$ cat config.mk
export PLATFORM = sky130hd
export DESIGN_NAME = hazard_ctrl_flat
export DESIGN_NICKNAME = d
export VERILOG_FILES = /design/src/rtl/hazard_ctrl_if.sv /design/src/rtl/hazard_ctrl.sv /design/src/flat_wrapper.sv
export SDC_FILE = /design/constraint.sdc
export NUM_CORES = 1
export LEC_CHECK = 0
export CORE_MARGIN = 2
export CORE_UTILIZATION = 34
export DETAILED_ROUTE_END_ITERATION = 10
export PLACE_DENSITY = 0.59
export REMOVE_ABC_BUFFERS = 1
export SLEW_MARGIN = 20
export SYNTH_ARGS = -nofsm -noshare
export SYNTH_HDL_FRONTEND = slang
export SYNTH_SLANG_ARGS = --single-unit
$ cat constraint.sdc
create_clock -name clk -period 3.05 [get_ports clk]
set_input_delay 0.61 -clock clk [delete_from_list [all_inputs] [get_ports clk]]
set_output_delay 0.61 -clock clk [all_outputs]
set_load 0.02 [all_outputs]
$ cat src/rtl/hazard_ctrl_if.sv
// ID-stage hazard bus: load/operand info from the pipeline in, stall/flush controls back out.
interface hazard_ctrl_if #(
    parameter int REG_AW = 5,
    parameter int CNT_W  = 16
);
    logic              mem_read_ex;
    logic [REG_AW-1:0] rt_ex;
    logic [REG_AW-1:0] rs_id;
    logic [REG_AW-1:0] rt_id;
    logic              uses_rs_id;
    logic              uses_rt_id;
    logic              branch_taken;
    logic              pc_write;
    logic              if_id_write;
    logic              id_ex_bubble;
    logic              if_id_flush;
    logic              stall_active;
    logic [CNT_W-1:0]  stall_cnt;

    modport master (
        output mem_read_ex, rt_ex, rs_id, rt_id, uses_rs_id, uses_rt_id, branch_taken,
        input  pc_write, if_id_write, id_ex_bubble, if_id_flush, stall_active, stall_cnt
    );

    modport slave (
        input  mem_read_ex, rt_ex, rs_id, rt_id, uses_rs_id, uses_rt_id, branch_taken,
        output pc_write, if_id_write, id_ex_bubble, if_id_flush, stall_active, stall_cnt
    );
endinterface

$ cat src/rtl/hazard_ctrl.sv
// Load-use hazard controller: holds IF/ID for LOAD_LAT bubble cycles per hazard,
// flushes on taken branches and keeps a saturating stall-cycle counter.
module hazard_ctrl #(
    parameter int REG_AW   = 5,
    parameter int LOAD_LAT = 1,
    parameter int CNT_W    = 16
) (
    input  logic         clk,
    input  logic         rst_n,
    hazard_ctrl_if.slave bus
);

    if (LOAD_LAT < 1 || LOAD_LAT > 7) begin : gBadLoadLat
        $error("hazard_ctrl: LOAD_LAT must be in 1..7");
    end

    typedef enum logic {IDLE, HOLD} stateT;

    localparam logic [REG_AW-1:0] zeroReg = '0;
    localparam logic [2:0]        holdStart = 3'(LOAD_LAT - 1);

    stateT            state;
    logic [2:0]       rem;
    logic [CNT_W-1:0] stallCnt;
    logic             haz;
    logic             stallNow;

    assign haz = bus.mem_read_ex && (bus.rt_ex != zeroReg) &&
                 ((bus.uses_rs_id && (bus.rs_id == bus.rt_ex)) ||
                  (bus.uses_rt_id && (bus.rt_id == bus.rt_ex)));

    // Reset forces free-running outputs; a taken branch beats any stall request.
    always_comb begin
        bus.pc_write     = 1'b1;
        bus.if_id_write  = 1'b1;
        bus.id_ex_bubble = 1'b0;
        bus.if_id_flush  = 1'b0;
        stallNow         = 1'b0;
        if (rst_n) begin
            if (bus.branch_taken) begin
                bus.if_id_flush  = 1'b1;
                bus.id_ex_bubble = 1'b1;
            end else if (state == HOLD || haz) begin
                bus.pc_write     = 1'b0;
                bus.if_id_write  = 1'b0;
                bus.id_ex_bubble = 1'b1;
                stallNow         = 1'b1;
            end
        end
    end

    assign bus.stall_active = stallNow;
    assign bus.stall_cnt    = stallCnt;

    // The hazard cycle itself is the first bubble; HOLD supplies the remaining LOAD_LAT-1.
    always_ff @(posedge clk) begin
        if (!rst_n) begin
            state    <= IDLE;
            rem      <= 3'd0;
            stallCnt <= '0;
        end else begin
            if (stallNow && (stallCnt != '1)) begin
                stallCnt <= stallCnt + CNT_W'(1);
            end
            if (bus.branch_taken) begin
                state <= IDLE;
                rem   <= 3'd0;
            end else begin
                case (state)
                    IDLE: begin
                        if (haz && (LOAD_LAT > 1)) begin
                            state <= HOLD;
                            rem   <= holdStart;
                        end
                    end
                    HOLD: begin
                        if (rem == 3'd1) begin
                            state <= IDLE;
                            rem   <= 3'd0;
                        end else begin
                            rem <= rem - 3'd1;
                        end
                    end
                    default: begin
                        state <= IDLE;
                        rem   <= 3'd0;
                    end
                endcase
            end
        end
    end

endmodule

$ cat src/flat_wrapper.sv
// flat-port wrapper written by rule: the top's interface ports become plain ports
module hazard_ctrl_flat 
#(
    parameter int REG_AW   = 5,
    parameter int LOAD_LAT = 1,
    parameter int CNT_W    = 16
)
  (clk, rst_n, bus_mem_read_ex, bus_rt_ex, bus_rs_id, bus_rt_id, bus_uses_rs_id, bus_uses_rt_id, bus_branch_taken, bus_pc_write, bus_if_id_write, bus_id_ex_bubble, bus_if_id_flush, bus_stall_active, bus_stall_cnt);
  hazard_ctrl_if #(.REG_AW(REG_AW), .CNT_W(CNT_W)) bus_i ();
  input  logic clk;
  input  logic rst_n;
  input wire logic [$bits(bus_i.mem_read_ex)-1:0] bus_mem_read_ex;
  input wire logic [$bits(bus_i.rt_ex)-1:0] bus_rt_ex;
  input wire logic [$bits(bus_i.rs_id)-1:0] bus_rs_id;
  input wire logic [$bits(bus_i.rt_id)-1:0] bus_rt_id;
  input wire logic [$bits(bus_i.uses_rs_id)-1:0] bus_uses_rs_id;
  input wire logic [$bits(bus_i.uses_rt_id)-1:0] bus_uses_rt_id;
  input wire logic [$bits(bus_i.branch_taken)-1:0] bus_branch_taken;
  output wire logic [$bits(bus_i.pc_write)-1:0] bus_pc_write;
  output wire logic [$bits(bus_i.if_id_write)-1:0] bus_if_id_write;
  output wire logic [$bits(bus_i.id_ex_bubble)-1:0] bus_id_ex_bubble;
  output wire logic [$bits(bus_i.if_id_flush)-1:0] bus_if_id_flush;
  output wire logic [$bits(bus_i.stall_active)-1:0] bus_stall_active;
  output wire logic [$bits(bus_i.stall_cnt)-1:0] bus_stall_cnt;
  assign bus_i.mem_read_ex = bus_mem_read_ex;
  assign bus_i.rt_ex = bus_rt_ex;
  assign bus_i.rs_id = bus_rs_id;
  assign bus_i.rt_id = bus_rt_id;
  assign bus_i.uses_rs_id = bus_uses_rs_id;
  assign bus_i.uses_rt_id = bus_uses_rt_id;
  assign bus_i.branch_taken = bus_branch_taken;
  assign bus_pc_write = bus_i.pc_write;
  assign bus_if_id_write = bus_i.if_id_write;
  assign bus_id_ex_bubble = bus_i.id_ex_bubble;
  assign bus_if_id_flush = bus_i.if_id_flush;
  assign bus_stall_active = bus_i.stall_active;
  assign bus_stall_cnt = bus_i.stall_cnt;
  hazard_ctrl #(.REG_AW(REG_AW), .LOAD_LAT(LOAD_LAT), .CNT_W(CNT_W)) u_core (.clk(clk), .rst_n(rst_n), .bus(bus_i));
endmodule
* Yosys cells after proc, flatten, opt, wreduce, memory -nomap -nowiden
Index checks and enable logic that the tools add are counted.
** Cells by class
- Eq/ne operators :: 4
- Add/subtract/negate cells :: 2
- Muxes and demuxes :: 12
- Reduce and logical (&&, ||, !) cells :: 10
- Bitwise logic cells :: 2
** Operator list (number)
- 16-bit by 1-bit adder with 16-bit output (second input constant) :: 1
- 16-bit != test (second input constant) :: 1
- 1-bit two-way mux :: 11
- 5-bit equality test :: 2
- 1-bit logical AND :: 5
- 5-bit nonzero test :: 1
- 3-bit by 1-bit equality test with 1-bit output (second input constant) :: 1
- 3-bit two-way mux :: 1
- 3-bit OR reduction :: 1
- 3-bit by 1-bit subtractor with 3-bit output (second input constant) :: 1
- 1-bit logical OR :: 2
- 1-bit inverter :: 2
- 2-bit OR reduction :: 1
** Word-level totals
- Register bits :: 20
- Output and inout port bits :: 21

* Depth between registers and ports, before layout
Gate-level depths: netlist of the first run.
- Depth after elaboration :: 9
- Gate-level depth with buffers :: 7
- Gate-level depth less buffers :: 7

* Worst setup path after synthesis of the first run
No wires, ideal clock.
- Kind :: input port to output port
- Start point :: in bus_rt_ex[0]
- End point :: out bus_pc_write
- Stages :: 5
- Required time :: 2.440 ns
- Data arrival time :: 1.895 ns
- Slack :: 0.545 ns
- Path through :: or4_1 > o21a_1 > a21o_1 > nand2b_1 > buf_4
** On the way
- Longest elaborated chain between the ends :: 8
- Elaborated cells on any way between the ends :: 12
- Those cells by class :: eq/ne (2); mux (3); reduce/logical (7)
** Ends and longest elaborated chain
- start, declared :: RTL line flat_wrapper.sv:13 : input wire logic [$bits(bus_i.rt_ex)-1:0] bus_rt_ex;
- 5-bit equality test (on tied branches) :: RTL line hazard_ctrl.sv:29, hazard_ctrl.sv:30
- 1-bit logical AND (on tied branches) :: RTL line hazard_ctrl.sv:29, hazard_ctrl.sv:30
- 1-bit logical OR :: RTL line hazard_ctrl.sv:29 : ((bus.uses_rs_id && (bus.rs_id == bus.rt_ex)) ||
- 1-bit logical AND * :: RTL line hazard_ctrl.sv:28 : assign haz = bus.mem_read_ex && (bus.rt_ex != zeroReg) &&
- 1-bit logical OR * :: RTL line hazard_ctrl.sv:43 : end else if (state == HOLD || haz) begin
- 1-bit two-way mux * (3 in a row)
- end, declared :: RTL line flat_wrapper.sv:19 : output wire logic [$bits(bus_i.pc_write)-1:0] bus_pc_write;
Mark *: on every way between the ends. The rest lies on a longest branch, timed or not.

* Worst setup path after layout of the first run
- Start point :: in bus_rt_ex[0]
- End point :: out bus_if_id_write
** On the way
- Longest elaborated chain between the ends :: 8
- Elaborated cells on any way between the ends :: 12
- Those cells by class :: eq/ne (2); mux (3); reduce/logical (7)
** Ends and longest elaborated chain
- 5-bit equality test (on tied branches) :: RTL line hazard_ctrl.sv:29, hazard_ctrl.sv:30
- 1-bit logical AND (on tied branches) :: RTL line hazard_ctrl.sv:29, hazard_ctrl.sv:30
- 1-bit logical OR :: RTL line hazard_ctrl.sv:29
- 1-bit logical AND * :: RTL line hazard_ctrl.sv:28
- 1-bit logical OR * :: RTL line hazard_ctrl.sv:43
- 1-bit two-way mux * :: RTL line hazard_ctrl.sv:43
- 1-bit two-way mux * :: RTL line hazard_ctrl.sv:40 : if (bus.branch_taken) begin
- 1-bit two-way mux * :: RTL line hazard_ctrl.sv:39 : if (rst_n) begin
- end, declared :: RTL line flat_wrapper.sv:20 : output wire logic [$bits(bus_i.if_id_write)-1:0] bus_if_id_write;
Marked as above.

==> results of run 1 <==
cell usage after synthesis, types with 2 or more instances:
cell type and instances:
sky130_fd_sc_hd__nand4_1 9, sky130_fd_sc_hd__dfxtp_1 20, sky130_fd_sc_hd__ha_1 3, sky130_fd_sc_hd__or4_1 3, sky130_fd_sc_hd__a21oi_1 6, sky130_fd_sc_hd__nand2b_1 8
sky130_fd_sc_hd__nand2_1 18, sky130_fd_sc_hd__and2_1 2, sky130_fd_sc_hd__nor2_1 5, sky130_fd_sc_hd__o21ai_0 2, sky130_fd_sc_hd__o21a_1 3, sky130_fd_sc_hd__o31ai_1 2
sky130_fd_sc_hd__nand3_1 7, sky130_fd_sc_hd__or3_1 3, sky130_fd_sc_hd__inv_1 6, sky130_fd_sc_hd__xnor2_1 10, sky130_fd_sc_hd__mux2i_1 12, sky130_fd_sc_hd__buf_2 2
sky130_fd_sc_hd__and3_1 4, sky130_fd_sc_hd__and4_1 4
cell type report:
type,instances,area [µm²]
inverters,6,22.5
fillers,374,1650
repair buffers,53,485
multi-input cells,114,781
clock buffers,3,22.5
well taps,46,57.6
flip-flops and latches,20,400
power breakdown:
| part | internal [µW] | switching, µW | total, µW |
|---|---|---|---|
| clock network | 46.0 | 79.7 | 126 |
| logic | 50.4 | 34.8 | 85.2 |
| registers | 261 | 0.229 | 261 |
| total | 358 | 115 | 472 |
metrics by stage:
stage	setup WS [ns]	cell area (µm²)	total power (µW)
final	0.0946	1770	472
after global placement	-0.185	1760	353
after global routing	0.00861	1770	495
after floorplan	0.619	1200	299
after detailed placement	-0.217	1760	355
after CTS	0.0248	1780	477
per-layer routing:
layer | global-route usage | wire length, µm | up-vias
li1 | - | - | 626
met1 | 0.186 | 1300 | 583
met2 | 0.281 | 1460 | 45
met3 | 0.0399 | 199 | 5
met4 | 0.0399 | 30 | 0
met5 | 0 | 0 | -
critical path, stage by stage:
cell                              delay, ns
sky130_fd_sc_hd__clkdlybuf4s50_1       0.41
sky130_fd_sc_hd__or4_1                 0.52
sky130_fd_sc_hd__o21a_1                0.20
sky130_fd_sc_hd__a21o_1                0.21
sky130_fd_sc_hd__nand2b_1              0.09
sky130_fd_sc_hd__clkdlybuf4s15_1       0.30
flip-flops by register name, summed over array words and instances, names as in the netlist:
| register | count |
|---|---|
| u_core.bus.stall_cnt | 16 |
| u_core.rem | 3 |
| u_core.state | 1 |
worst max-delay path by stage:
stage	slack, ns	end	startpoint	depth (start not counted)
2_1_floorplan	0.62	bus_if_id_write	bus_rt_ex[0]	4
3_3_place_gp	-0.19	bus_id_ex_bubble	bus_rt_ex[0]	6
3_5_place_dp	-0.22	bus_id_ex_bubble	bus_rt_ex[0]	6
4_1_cts	0.02	bus_id_ex_bubble	bus_rt_ex[0]	6
5_1_grt	0.009	bus_if_id_write	bus_rt_ex[0]	6
6_report	0.09	bus_if_id_write	bus_rt_ex[0]	6
cells by family after synthesis:
family,Yosys count,share of synthesized area
buffers and inverters,12,0.0503
DFF,20,0.322
and+or+nand+nor,68,0.301
xor gates and xnor gates,10,0.0704
muxes,12,0.0966
AOI/OAI and AO/OA,21,0.130
adders and majority gates,3,0.0302
repair_timing:
action                     in CTS  in global routing
setup endpoints to repair       4                  4
buffers inserted                0                  0
gates resized for setup         5                  6
==> impl_metrics.py, run 1 <==
metrics = {
    "timing": {
        "timing.slew.headroom": 0.740,
        "clock_skew_ns": 0.00484,
        "clock.fmax_mhz": 338,
        "final_max_slew_viol_count": 0,
        "finalWorstPathRequiredPeriod_ns": 2.96,
        "timing_hold_violations_final": 0,
        "timing.hold.ws_ns": 0.492,
        "grt_setup_unrepaired": "no",
        "finalSetupViolations": 0,
        "worst-slew-pin-transition_ns": 0.386,
        "setup_tns_ns": 0,
        "layout_worst_path_cycle_share": 0.969,
    },
    "setup_path": {
        "r2r_slack_ns": 1.16,
        "critical_r2r_launch": "u_core.bus.stall_cnt[0]",
        "path_max_fanout": 3,
        "start_kind": "primary input",
        "r2r_cells": 6,
        "worst_setup_path_end_kind": "primary output",
        "worst_r2r_endpoint": "u_core.bus.stall_cnt[14]",
        "timing.setup.critical_path_class": "in2out",
        "worst-endpoint-required_ns": 2.44,
        "cp_data_arrival_time_ns": 2.35,
    },
    "clock_network": {
        "clock-root-buffer": "sky130_fd_sc_hd__clkbuf_4",
        "cts_htree_levels": 1,
        "ctsHoldBuffers": 0,
        "tritoncts": "yes",
        "clock-sinks": 20,
        "clk_path_buf_depth": 2,
        "clock_input_transition_at_the_sequential_cells_of_the_worst_setup_and_hold_paths_ns": 0.11,
        "worstSkewPairLatency_ns": 0.30,
        "cts_made_buffers": 3,
    },
    "drt": {
        "ant_nets": 0,
        "avgRoutedWirePerCell_um": 12.4,
        "dr_total_vias": 1259,
        "route.final.wire_length_um": 2990,
        "viasPerCell": 5.20,
        "drcViolationCount": 0,
        "drt_iter0_drc": 62,
        "drt_pass1_iterations": 4,
    },
    "floorplan": {
        "core-area_mm2": 0.00342,
        "dieWidth_um": 64.5,
        "pin_count": 42,
        "rows": 21,
        "die_h_um": 64.5,
        "dieArea_mm2": 0.00416,
        "initial_core_util": 0.364,
    },
    "layout": {
        "drive_above_1_share": 0.117,
        "layout_common_cells": "sky130_fd_sc_hd__clkdlybuf4s50_1, sky130_fd_sc_hd__dfxtp_1, sky130_fd_sc_hd__nand2_1",
        "area.growth.synth_to_final_pct": 42.3,
        "final_common_cell": "sky130_fd_sc_hd__clkdlybuf4s50_1",
        "final_core_util": 0.518,
        "final_cells": 242,
        "finish.net_count": 222,
        "antenna_cells": 0,
    },
    "grt": {
        "via_count_of_the_first_global_routing_pass": 1237,
        "antenna_found_initial": 0,
        "grt_usage": 0.157,
        "grt_first_pass_wirelength_um": 5230,
        "grt_ovf": 0,
        "grt_max_degree": 20,
    },
    "yosys": {
        "netlist_top_cells_area": "sky130_fd_sc_hd__dfxtp_1, sky130_fd_sc_hd__mux2i_1, sky130_fd_sc_hd__xnor2_1",
        "synthesized_area_mm2": 0.00124,
        "avgSynthCellArea_um2": 8.52,
        "synth_enable_flop_cells": 0,
        "ys_seq_area_frac": 0.322,
        "synth_flop_cell": "sky130_fd_sc_hd__dfxtp_1",
        "synthCells": 146,
        "yosys_register_bits": 20,
        "synth.distinct_cells": 37,
        "synth_top_area_share": 0.322,
        "ys.warnings.count": 0,
        "synthArstFlopShare": 0,
        "synth.largest_area_cell": "sky130_fd_sc_hd__dfxtp_1",
    },
    "place": {
        "finalWeightedCongestion": 0.763,
        "port_buffers": 41,
        "place_inst": 239,
        "dpl.hpwl_um": 2440,
    },
    "power_and_ir_drop": {
        "static-leakage-power_uw": 0.000703,
        "peak_ir_drop_on_the_vdd_network_mv": 0.143,
        "power_per_cell_area_mw_per_mm2": 267,
    },
    "worst_hold_path": {
        "worst_hold_path.endpoint": "u_core.bus.stall_cnt[11]",
        "worstHoldPathCells": 2,
        "timing.hold.worst.class": "reg2reg",
        "worstHoldStart": "u_core.bus.stall_cnt[11]",
    },
    "job": {
        "max_cap_viol_count": 0,
    },
    "run_status": {
        "outcome": "finished, final reports clean",
    },
}
Power figures use the tool's default switching activity.
==> inputs of run 2 (changes only) <==
--- a/config.mk
+++ b/config.mk
@@ -8,7 +8,7 @@
 export CORE_MARGIN = 2
 export CORE_UTILIZATION = 34
 export DETAILED_ROUTE_END_ITERATION = 10
-export PLACE_DENSITY = 0.59
+export PLACE_DENSITY = 0.61
 export REMOVE_ABC_BUFFERS = 1
 export SLEW_MARGIN = 20
 export SYNTH_ARGS = -nofsm -noshare
==> constraint.sdc (replaced) <==
create_clock -name clk -period 2.7 [get_ports clk]
set_input_delay 0.54 -clock clk [delete_from_list [all_inputs] [get_ports clk]]
set_output_delay 0.54 -clock clk [all_outputs]
set_load 0.02 [all_outputs]
==> run 2 against run 1 <==
  * Routed wire length increased by 13%
  * Global-route usage increased by 1.1 points
  * Sequential cell count unchanged
  * Sequential share of layout area decreased by 0.73 points
  * Die area unchanged
  * Core utilization increased by 1.7 points
  * Worst hold slack got worse by 0.00075 ns
  * Highest routed layer unchanged
  * Register-to-register slack got worse by 0.38 ns
  * Largest cell class unchanged
  * Clock skew increased by 0.0071 ns
  * Clock-buffer cell count unchanged
  * Critical path type is now in2reg
  * Combinational power increased by 20%
  * Total power increased by 37%
==> impl_metrics.py, run 2 (same netlist as run 1, synthesis figures left out) <==
metrics = {
    "run_status": {
        "outcome": "finished, final reports clean",
    },
    "drt": {
        "dr_total_vias": 1251,
        "top_layer_used": "met4",
        "drcViolationCount": 0,
        "drt_pass1_iterations": 4,
        "dr_wl_met2_um": 1660,
        "viasPerCell": 5.11,
        "route.final.wire_length_um": 3370,
        "avgRoutedWirePerCell_um": 13.7,
        "ant_nets": 0,
        "wirelength_met1_um": 1550,
        "wl_met3_um": 121,
        "drt_iter0_drc": 72,
    },
    "grt": {
        "via_count_of_the_first_global_routing_pass": 1189,
        "grt_ovf": 0,
        "antenna_found_initial": 0,
        "grt_first_pass_wirelength_um": 5480,
        "grt_usage": 0.168,
        "grt_max_degree": 20,
    },
    "setup_path": {
        "start_kind": "primary input",
        "critical_path_cell_count": 10,
        "worst_setup_path_end_kind": "register",
        "path_max_fanout": 9,
        "r2r_cells": 6,
        "worst_path_dominant_cell_family": "buffers and inverters",
        "critical_path.n_buffers_inverters": 5,
        "cp_data_arrival_time_ns": 2.85,
        "path_cells": "clkdlybuf4s50_1 -> xnor2_2 -> nand4_1 -> buf_4 -> buf_4 -> buf_4 -> buf_4 -> o221a_4 -> or4_1 -> a21oi_1",
        "timing.critical_path.slowest_cell_delay_ns": 0.50,
        "critical_r2r_launch": "u_core.bus.stall_cnt[0]",
        "worst-endpoint-required_ns": 2.96,
        "timing.critical_path.slowest_stage_cell": "sky130_fd_sc_hd__clkdlybuf4s50_1",
        "cell_occurring_most_often_along_the_worst_timing_path": "sky130_fd_sc_hd__buf_4",
        "timing.setup.critical_path_class": "in2reg",
        "worstSetupStartpoint": "bus_rs_id[3]",
    },
    "place": {
        "port_buffers": 41,
        "placement.setup.worst_slack_ns": -0.483,
        "finalWeightedCongestion": 0.794,
        "dpl.hpwl_um": 2620,
        "dpl_cell_area_mm2": 0.00175,
    },
    "floorplan": {
        "core-area_mm2": 0.00342,
        "dieArea_mm2": 0.00416,
        "initial_core_util": 0.364,
        "die_h_um": 64.5,
        "pin_count": 42,
        "dieWidth_um": 64.5,
        "rows": 21,
    },
    "layout": {
        "finish.net_count": 224,
        "number_of_flip_flops_in_the_largest_register": 16,
        "final_common_cell": "sky130_fd_sc_hd__clkdlybuf4s50_1",
        "layout_common_cells": "sky130_fd_sc_hd__clkdlybuf4s50_1, sky130_fd_sc_hd__dfxtp_1, sky130_fd_sc_hd__nand2_1",
        "multi_input_area_um2": 788,
        "finalInstanceArea_mm2": 0.00183,
        "drive_above_1_share": 0.141,
        "fill_cells": 336,
        "antenna_cells": 0,
        "area.sequential_um2": 400,
        "area.growth.synth_to_final_pct": 47.0,
    },
    "timing": {
        "final_max_slew_viol_count": 0,
        "grt_setup_unrepaired": "no",
        "finalWorstPathRequiredPeriod_ns": 2.59,
        "clock.fmax_mhz": 386,
        "clock_skew_ns": 0.0120,
        "timing_hold_violations_final": 0,
        "layout_worst_path_cycle_share": 0.960,
        "finalSetupViolations": 0,
        "worst_slack_ns": 0.107,
        "worst-slew-pin-transition_ns": 0.404,
        "timing.slew.headroom": 0.731,
    },
    "power_and_ir_drop": {
        "static-leakage-power_uw": 0.000759,
        "total_power_uw": 647,
        "peak_ir_drop_on_the_vdd_network_mv": 0.300,
        "power_per_cell_area_mw_per_mm2": 354,
    },
    "clock_network": {
        "clock-root-buffer": "sky130_fd_sc_hd__clkbuf_4",
        "clk_path_buf_depth": 2,
        "ctsHoldBuffers": 0,
        "cts_made_buffers": 3,
        "cts_htree_levels": 1,
        "clock_input_transition_at_the_sequential_cells_of_the_worst_setup_and_hold_paths_ns": 0.12,
        "worstSkewPairLatency_ns": 0.32,
        "clock-sinks": 20,
        "tritoncts": "yes",
    },
    "job": {
        "max_cap_viol_count": 0,
    },
    "worst_hold_path": {
        "worstHoldPathCells": 2,
        "timing.hold.worst.class": "reg2reg",
        "worstHoldStart": "u_core.rem[1]",
    },
}
run 2: cell count changes in the layout (fill, tap and decap cells not counted), moves of 2 or more:
cell	delta
sky130_fd_sc_hd__dlygate4sd2_1	+2
sky130_fd_sc_hd__clkdlybuf4s50_1	-5
sky130_fd_sc_hd__buf_4	+2
sky130_fd_sc_hd__buf_2	+3
sky130_fd_sc_hd__clkbuf_2	-3
sky130_fd_sc_hd__dlymetal6s2s_1	+3
run 2: final cells by class:
class                      count  share of cell area
tap                           46              0.0315
multi-input combinational    114               0.431
inverter                       6              0.0123
clock inverter                 1              0.0164
clock buffer                   3              0.0123
sequential                    20               0.219
timing repair buffer          55               0.277
run 2: worst min-delay path, delay by kind of cell, from the launching register on:
family	cells	cell delay (ns)
AOI/OAI and AO/OA	1	0.05
DFF	1	0.33
and+or+nand+nor	1	0.08
run 2: metrics by stage:
stage,util,setup TNS [ns],cells,hold WS (ns)
after floorplan,-,0,140,0.456
after global placement,0.514,-1.61,238,0.464
after detailed placement,0.514,-1.81,238,0.472
after CTS,0.533,0,245,0.488
after global routing,0.535,0,245,0.509
final,0.535,0,245,0.492
run 2: power breakdown:
group          total (µW)  switching (µW)  internal, µW  leakage [µW]
registers             295           0.256           295      0.000161
clock network         249            99.2           150     0.0000279
logic                 102            42.7          59.0      0.000570
run 2: metal layers:
layer	global-route usage	vias up
met5	0	-
met2	0.297	24
met3	0.0434	8
met4	0.0372	0
li1	-	638
met1	0.204	581
run 2: repair_timing:
action	in CTS	in global routing
pin swaps	6	3
resized for setup	21	3
buffers inserted	3	0
endpoints found under the setup margin	4	4
endpoints found under the hold margin	0	0
run 2: path summary, 6_finish.rpt:
path | to | slack, ns
max | u_core.bus.stall_cnt[14] | 0.11
min | u_core.rem[1] | 0.49
max reg2reg | u_core.bus.stall_cnt[14] | 0.78
min reg2reg | u_core.rem[1] | 0.49
==> inputs of run 3 (changes only) <==
--- a/config.mk
+++ b/config.mk
@@ -8,6 +8,7 @@
 export CORE_MARGIN = 2
 export CORE_UTILIZATION = 34
 export DETAILED_ROUTE_END_ITERATION = 10
+export GPL_ROUTABILITY_DRIVEN = 0
 export PLACE_DENSITY = 0.61
 export REMOVE_ABC_BUFFERS = 1
 export SLEW_MARGIN = 20
==> results of run 3 <==
Same layout as run 2: the final DEF is identical, and so are final timing and power.
